$ cat config.mk
export PLATFORM = sky130hd
export DESIGN_NAME = button_reader
export DESIGN_NICKNAME = d
export VERILOG_FILES = /design/src/rtl/button_pkg.sv /design/src/rtl/button_debounce.sv /design/src/rtl/button_reader.sv
export SDC_FILE = /design/constraint.sdc
export NUM_CORES = 1
export LEC_CHECK = 0
export ABC_AREA = 1
export BUFFER_PORTS_ARGS = -buffer_cell sky130_fd_sc_hd__buf_2
export CORE_ASPECT_RATIO = 0.6
export CORE_MARGIN = 2
export CORE_UTILIZATION = 65
export DETAILED_ROUTE_END_ITERATION = 6
export GPL_ROUTABILITY_DRIVEN = 0
export PLACE_DENSITY_LB_ADDON = 0.12
export SLEW_MARGIN = 20
export SYNTH_ARGS = -nofsm -noshare
export SYNTH_HDL_FRONTEND = slang
export SYNTH_HIERARCHICAL = 1
export SYNTH_SLANG_ARGS = --single-unit
$ cat constraint.sdc
create_clock -name clk -period 2.3 [get_ports clk]
set_clock_uncertainty 0.1 [all_clocks]
set_input_delay 0.46 -clock clk [delete_from_list [all_inputs] [get_ports clk]]
set_output_delay 0.46 -clock clk [all_outputs]
set_load 0.02 [all_outputs]
$ cat src/rtl/button_pkg.sv
// button_pkg: per-channel debounce state encoding and default timing (10 MHz board clock)
package button_pkg;

    typedef enum logic [1:0] {UP, WAIT_DOWN, DOWN, WAIT_UP} btn_state_e;

    localparam int DEB_CYCLES_DEF = 200000;
    localparam int REP_DELAY_DEF  = 5000000;
    localparam int REP_RATE_DEF   = 1000000;

    function automatic int max_int(input int a, input int b);
        return (a > b) ? a : b;
    endfunction

endpackage

$ cat src/rtl/button_debounce.sv
// button_debounce: one pushbutton channel; auto-repeat counter only with BUTTON_REPEAT_EN
module button_debounce
    import button_pkg::*;
#(
    parameter int DEB_CYCLES = DEB_CYCLES_DEF,
    parameter int REP_DELAY  = REP_DELAY_DEF,
    parameter int REP_RATE   = REP_RATE_DEF
) (
    input  logic clk,
    input  logic rst,
    input  logic key_n_i,
    output logic level_o,
    output logic press_o,
    output logic release_o,
    output logic repeat_o
);

    localparam int DW = (DEB_CYCLES > 1) ? $clog2(DEB_CYCLES) : 1;
    localparam logic [DW-1:0] DEB_LAST = DW'(DEB_CYCLES - 1);

    logic [1:0]    sync_q;
    btn_state_e    state_q, state_d;
    logic [DW-1:0] cnt_q, cnt_d;
    logic          level_q, level_d;
    logic          press_q, press_d;
    logic          release_q, release_d;
    logic          key_s;

    // synchronized key, still active-low
    assign key_s = sync_q[1];

    always_ff @(posedge clk) begin
        if (!rst) begin
            sync_q    <= 2'b11;
            state_q   <= UP;
            cnt_q     <= '0;
            level_q   <= 1'b0;
            press_q   <= 1'b0;
            release_q <= 1'b0;
        end else begin
            sync_q    <= {sync_q[0], key_n_i};
            state_q   <= state_d;
            cnt_q     <= cnt_d;
            level_q   <= level_d;
            press_q   <= press_d;
            release_q <= release_d;
        end
    end

    always_comb begin
        state_d   = state_q;
        cnt_d     = '0;
        press_d   = 1'b0;
        release_d = 1'b0;
        unique case (state_q)
            UP:        state_d = key_s ? UP : WAIT_DOWN;
            WAIT_DOWN: begin
                if (key_s) begin
                    state_d = UP;
                end else if (cnt_q == DEB_LAST) begin
                    state_d = DOWN;
                    press_d = 1'b1;
                end else begin
                    cnt_d = (cnt_q == '1) ? cnt_q : cnt_q + 1'b1;
                end
            end
            DOWN:      state_d = key_s ? WAIT_UP : DOWN;
            WAIT_UP:   begin
                if (!key_s) begin
                    state_d = DOWN;
                end else if (cnt_q == DEB_LAST) begin
                    state_d   = UP;
                    release_d = 1'b1;
                end else begin
                    cnt_d = (cnt_q == '1) ? cnt_q : cnt_q + 1'b1;
                end
            end
            default:   state_d = UP;
        endcase
        level_d = (state_d == DOWN) || (state_d == WAIT_UP);
    end

    assign level_o   = level_q;
    assign press_o   = press_q;
    assign release_o = release_q;

`ifdef BUTTON_REPEAT_EN
    localparam int RMAX = max_int(REP_DELAY, REP_RATE);
    localparam int RW   = (RMAX > 1) ? $clog2(RMAX) : 1;
    localparam logic [RW-1:0] DELAY_LAST = RW'(REP_DELAY - 1);
    localparam logic [RW-1:0] RATE_LAST  = RW'(REP_RATE - 1);

    logic [RW-1:0] rcnt_q, rcnt_d;
    logic          rfirst_q, rfirst_d;
    logic          repeat_q, repeat_d;

    always_ff @(posedge clk) begin
        if (!rst) begin
            rcnt_q   <= '0;
            rfirst_q <= 1'b0;
            repeat_q <= 1'b0;
        end else begin
            rcnt_q   <= rcnt_d;
            rfirst_q <= rfirst_d;
            repeat_q <= repeat_d;
        end
    end

    // runs only while the channel stays in DOWN; any exit restarts from the initial delay
    always_comb begin
        rcnt_d   = '0;
        rfirst_d = 1'b0;
        repeat_d = 1'b0;
        if (state_q == DOWN && state_d == DOWN) begin
            rfirst_d = rfirst_q;
            if (rcnt_q == (rfirst_q ? RATE_LAST : DELAY_LAST)) begin
                repeat_d = 1'b1;
                rfirst_d = 1'b1;
            end else begin
                rcnt_d = (rcnt_q == '1) ? rcnt_q : rcnt_q + 1'b1;
            end
        end
    end

    assign repeat_o = repeat_q;
`else
    logic unused_rep;
    assign unused_rep = ^{REP_DELAY, REP_RATE};
    assign repeat_o   = 1'b0;
`endif

endmodule

$ cat src/rtl/button_reader.sv
// button_reader: NBTN independent debounced pushbuttons with press/release pulses;
// auto-repeat pulses are built only when BUTTON_REPEAT_EN is defined
module button_reader
    import button_pkg::*;
#(
    parameter int NBTN       = 4,
    parameter int DEB_CYCLES = DEB_CYCLES_DEF,
    parameter int REP_DELAY  = REP_DELAY_DEF,
    parameter int REP_RATE   = REP_RATE_DEF
) (
    input  logic            clk,
    input  logic            rst,
    input  logic [NBTN-1:0] key_n,
    output logic [NBTN-1:0] btn_level,
    output logic [NBTN-1:0] btn_press,
    output logic [NBTN-1:0] btn_release,
    output logic [NBTN-1:0] btn_repeat
);

    for (genvar c = 0; c < NBTN; c++) begin : g_ch
        button_debounce #(
            .DEB_CYCLES (DEB_CYCLES),
            .REP_DELAY  (REP_DELAY),
            .REP_RATE   (REP_RATE)
        ) u_ch (
            .clk        (clk),
            .rst        (rst),
            .key_n_i    (key_n[c]),
            .level_o    (btn_level[c]),
            .press_o    (btn_press[c]),
            .release_o  (btn_release[c]),
            .repeat_o   (btn_repeat[c])
        );
    end

endmodule

**Yosys cells after proc, flatten, opt, wreduce, memory -nomap -nowiden**

Cells that the tools add are included.
W data, S select, Z words.

- Logic and storage cells: 129
- Register bits after elaboration: 100

- Bitwise gates (word level): 5
- Eq/ne operators: 28
- Multiplexer cells: 52
- Reductions and logical operators: 16
- $add $sub $neg: 4

Operator list:

| cell | count |
|---|---|
| $mux W18 | 16 |
| $eq A18 B18 Y1 const B | 8 |
| $pmux W18 S2 | 4 |
| $add A18 B1 Y18 const B | 4 |
| $eq A2 B2 Y1 const B | 16 |
| $mux W2 | 16 |
| $pmux W2 S4 | 4 |
| $mux W1 | 12 |
| $reduce_and A3 Y1 | 4 |
| $reduce_or A3 Y1 | 4 |
| $eq A2 B1 Y1 const B | 4 |
| $logic_not A2 Y1 | 4 |
| $not A1 Y1 | 5 |
| $logic_or A1 B1 Y1 | 4 |

**Longest topological paths before layout**

- Depth in word-level cells: 6
- Mapped depth: 10
- Gate-level depth less buffers: 9

**Cells and area by module**

Netlist, hierarchy kept.

By module, submodules not included:

| module | area an instance (µm²) | times used | cells each |
|---|---|---|---|
| button_debounce (g_ch[0].u_ch ...) | 1,288.7 | 3 | 189 |
| button_debounce (g_ch[3].u_ch) | 1,301.2 | 1 | 197 |

**Worst setup path after synthesis**

Ideal clock, no wire load.

- Kind: register -> register
- Start point: reg g_ch[3].u_ch.cnt_q[0]
- End point: reg g_ch[3].u_ch.cnt_q[7]
- Clock period less this slack: 1,569 ps
- Slack: 731 ps
- Cell stages (with the launch flop): 10
- Arrival: 1,354 ps
- Cell sequence: dfxtp_1 -> ha_1 -> nand2_1 -> nor2_4 -> nand2_2 -> nor2_4 -> nand3_4 -> buf_6 -> a21oi_1 -> nor2_1

- Longest elaborated chain between the ends: 5
- Elaborated cells on any way between the ends: 8
- Classes of those cells: 1 x add/sub; 2 x eq/ne; 5 x mux

Ends and longest elaborated chain:

| what | RTL line | text |
|---|---|---|
| from (decl) | button_debounce.sv:23 | `logic [DW-1:0] cnt_q, cnt_d;` |
| from (signal assigned) | button_debounce.sv:43 | `cnt_q <= cnt_d;` |
| $add A18 B1 Y18 / $eq A18 B18 Y1 (equally long branches) | button_debounce.sv:64, button_debounce.sv:75 |  |
| $mux W18 | button_debounce.sv:64, button_debounce.sv:75 |  |
| $mux W18 (*) | button_debounce.sv:60, button_debounce.sv:71 |  |
| $mux W18 (on tied branches) | button_debounce.sv:69, button_debounce.sv:58 |  |
| $pmux W18 S2 (*) | button_debounce.sv:55 | `unique case (state_q)` |

Mark *: on every way between the ends. The rest lies on a longest branch, timed or not.
A chain may end at the register's enable or synchronous reset.

**Worst setup path in the final report**

- Start point: reg g_ch[1].u_ch.cnt_q[0]
- End point: reg g_ch[1].u_ch.cnt_q[6]

- Longest elaborated chain between the ends: 5
- Elaborated cells on any way between the ends: 8
- Classes of those cells: 1 x add/sub; 2 x eq/ne; 5 x mux

Ends and longest elaborated chain:

| what | RTL line |
|---|---|
| from (decl) | button_debounce.sv:23 |
| from (signal assigned) | button_debounce.sv:43 |
| $add A18 B1 Y18 / $eq A18 B18 Y1 (equally long branches) | button_debounce.sv:64, button_debounce.sv:75 |
| $mux W18 | button_debounce.sv:64, button_debounce.sv:75 |
| $mux W18 (*) | button_debounce.sv:60, button_debounce.sv:71 |
| $mux W18 (on tied branches) | button_debounce.sv:69, button_debounce.sv:58 |
| $pmux W18 S2 (*) | button_debounce.sv:55 |

Marked as above.

==> results.toml <==
[power_and_ir_drop]
pwr-share-comb_pct = 0.9
swShare_pct = 21.2
pwr-share-seq_pct = 54.7
p_sw_mw = 0.674
cellPowerDensity_mw_per_mm2 = 582
p_leak_nw = 2.17
pwr-share-clk_pct = 44.4
power.internal_mw = 2.51
irDropWorstVdd_mv = 0.418

[die]
num_rows = 25
core_area_sq_mm = 0.00779
die_x_um = 119
io_pins = 22
die_area_sq_mm = 0.00870
initial_core_util_pct = 66.3
die_y_um = 73.1

[logic_synthesis]
synthArstFlopShare_pct = 0
synth_edf_count = 0
synth_cell_type_count = 24
synth_fp_nets = 774
yosysTopAreaCell = "dfxtp_1"
ys_seq_area_share_pct = 38.7
syn-cell-area_sq_mm = 0.00517
netlist_top_cells_area = "dfxtp_1 (39%), nand2_1 (13%), nor2_1 (11%)"
avgSynthCellArea_sq_um = 6.76
yosysTopAreaCellShare_pct = 38.7
yosys.cell_count.top_type = "nand2_1"
syn-instance-count = 764
ys_warn_count = 6
yosys-top-cells-count = "nand2_1 (179), nor2_1 (154), dfxtp_1 (100)"
synth_seq_cells = 100
synthFlopType = "dfxtp_1"

[setup_path]
critPathMostFrequentCell = "nor2_4"
arrival_ns = 2.08
crit-reg2reg-launch = "g_ch[1].u_ch/cnt_q[0]"
cpPeakStageDelay_ns = 0.39
startpoint = "g_ch[1].u_ch/cnt_q[0]"
cpMaxStageDelayCell = "dfxtp_1"
cp.required_ns = 2.43
cp_max_fo = 30
r2r_cells = 8
worst-setup-path-type = "reg2reg"
worstPathCellList = "ha_1 > inv_1 > nor2_4 > nand2_4 > nor2_4 > nand3_4 > a21oi_1 > nor2_1"
crit_path_end_kind = "flop"
start_kind = "flop"

[global_route]
first_global_vias = 4069
grt_pass1_wl_um = 17600
grt_usage_pct = 24.9
grt_max_degree = 34
met2_usage_pct = 42.0
grtUsageMet1_pct = 32.1
overflow = 0
use_met3_pct = 6.88
antenna_found_initial = 0
grt_busiest_layer = "met2"

[route]
firstDrtPassIters = 5
wl_um = 10400
drtIter0Drc = 324
detail-route-antenna-nets = 0
vias = 4648
via_per_inst = 5.25
post_drt_wl_per_cell_um = 11.7
route.detailed.drc = 0

[clock_network]
ctsHtreeMaxLevel = 3
cts_made_buffers = 9
postCtsSetupBuffers = 0
clock_path_buffers = 2
cts_tree = "yes"
clkSinkCount = 100
clk_pin_slew_ns = 0.07
clk_latency_ns = 0.34
ctsHoldBuffers = 0
ctsResizeCount = 0
cts_root_buf = "clkbuf_16"

[final_layout]
nFillCells = 666
antenna_cells = 0
drive_gt1_share_pct = 10.3
final_net_count = 783
postLayoutCoreUtil_pct = 70.4
syn_to_final_growth_pct = 6.05

[sta]
fin_crit_ns = 1.95
hold_slack_ns = 0.189
tns_ns = 0
fin_crit_sh_pct = 84.8
rsz0062_at_grt = "no"
clock.fmax_mhz = 513
slew_viol_final = 0
setup_viol = 0
finalHoldViolations = 0

[worst_hold_path]
min_path_type = "in2reg"
hp-start = "key_n[0]"
hold-path-cell-count = 3

[outcome]
status = "complete, no violations"

[place]
port_buffers = 17
place_hpwl_um = 7170

[run]
cap_violations = 0
logic make-up (layout without fill, tap and decap cells):
logic type / Yosys count / count (layout) / synth area share, %
buffers and inverters: 108 / 122 / 10.2
flip-flops: 100 / 100 / 38.7
AND/OR/NAND/NOR: 486 / 486 / 43.0
adder cells (fa/ha/maj): 4 / 4 / 0.969
AO/OA/AOI/OAI: 62 / 62 / 6.80
other: 4 / 4 / 0.290
layout make-up:
class                   count  area (sq um)  area share [%]
multi-input cells         556          2640            48.2
inverters                  88           330            6.03
clock buffers              11           243            4.43
well taps                 108           135            2.47
flip-flops and latches    100          2000            36.5
repair buffers             18          92.6            1.69
clock inverters             5          37.5           0.685
worst max-delay path, delay by kind of cell (launching register included):
| family | cells | cell delay [ns] |
|---|---|---|
| AO/OA/AOI/OAI | 1 | 0.26 |
| buffers and inverters | 1 | 0.08 |
| AND/OR/NAND/NOR | 5 | 0.80 |
| flip-flops | 1 | 0.39 |
| adder cells (fa/ha/maj) | 1 | 0.21 |
state kept, by name (all words and copies together) (netlist names):
register,cells
g_ch.u_ch/state_q,8
g_ch.u_ch/release_o,4
g_ch.u_ch/cnt_q,72
g_ch.u_ch/sync_q,8
g_ch.u_ch/level_o,4
g_ch.u_ch/press_o,4
through the flow:
step	setup slack, ns	power (mW)	instance area, sq um	instances
6_report	0.350	3.19	5480	886
5_1_grt	0.185	3.29	5480	886
4_1_cts	0.357	3.21	5480	886
3_5_place_dp	0.329	1.81	5200	870
3_3_place_gp	0.409	1.81	5200	870
2_1_floorplan	0.731	1.81	5170	764
metal layers:
layer | up-vias | wire length (um)
met2 | 115 | 4700
met4 | 0 | 95
met5 | - | 0
met3 | 16 | 569
met1 | 2090 | 4990
li1 | 2427 | -
power by group through the flow:
stage	combinational, mW	sequential, mW	clock [mW]
CTS	0.0300	1.74	1.44
finish	0.0300	1.74	1.41
floorplan	0.0235	1.78	0
global route	0.0344	1.74	1.51
global placement	0.0284	1.78	0
detailed placement	0.0299	1.78	0
cell usage in the layout, fill, tap and decap left out, types with 4 or more instances in the layout:
master	n
dfxtp_1	100
a21oi_1	53
clkbuf_16	9
nand2_2	9
ha_1	4
nor2_4	11
conb_1	4
nor2_2	12
nand3_1	78
inv_1	85
nand3_4	4
buf_2	17
nor2_1	154
nand2_1	179
nor3_1	10
nand4_1	20
final timing paths:
path	slack [ns]	to
hold reg to reg	0.31	g_ch[0].u_ch/sync_q[1]
hold / removal	0.19	g_ch[0].u_ch/sync_q[0]
setup / recovery	0.35	g_ch[1].u_ch/cnt_q[6]
setup reg to reg	0.35	g_ch[1].u_ch/cnt_q[6]
No activity file was read; power rests on OpenSTA's default activity.
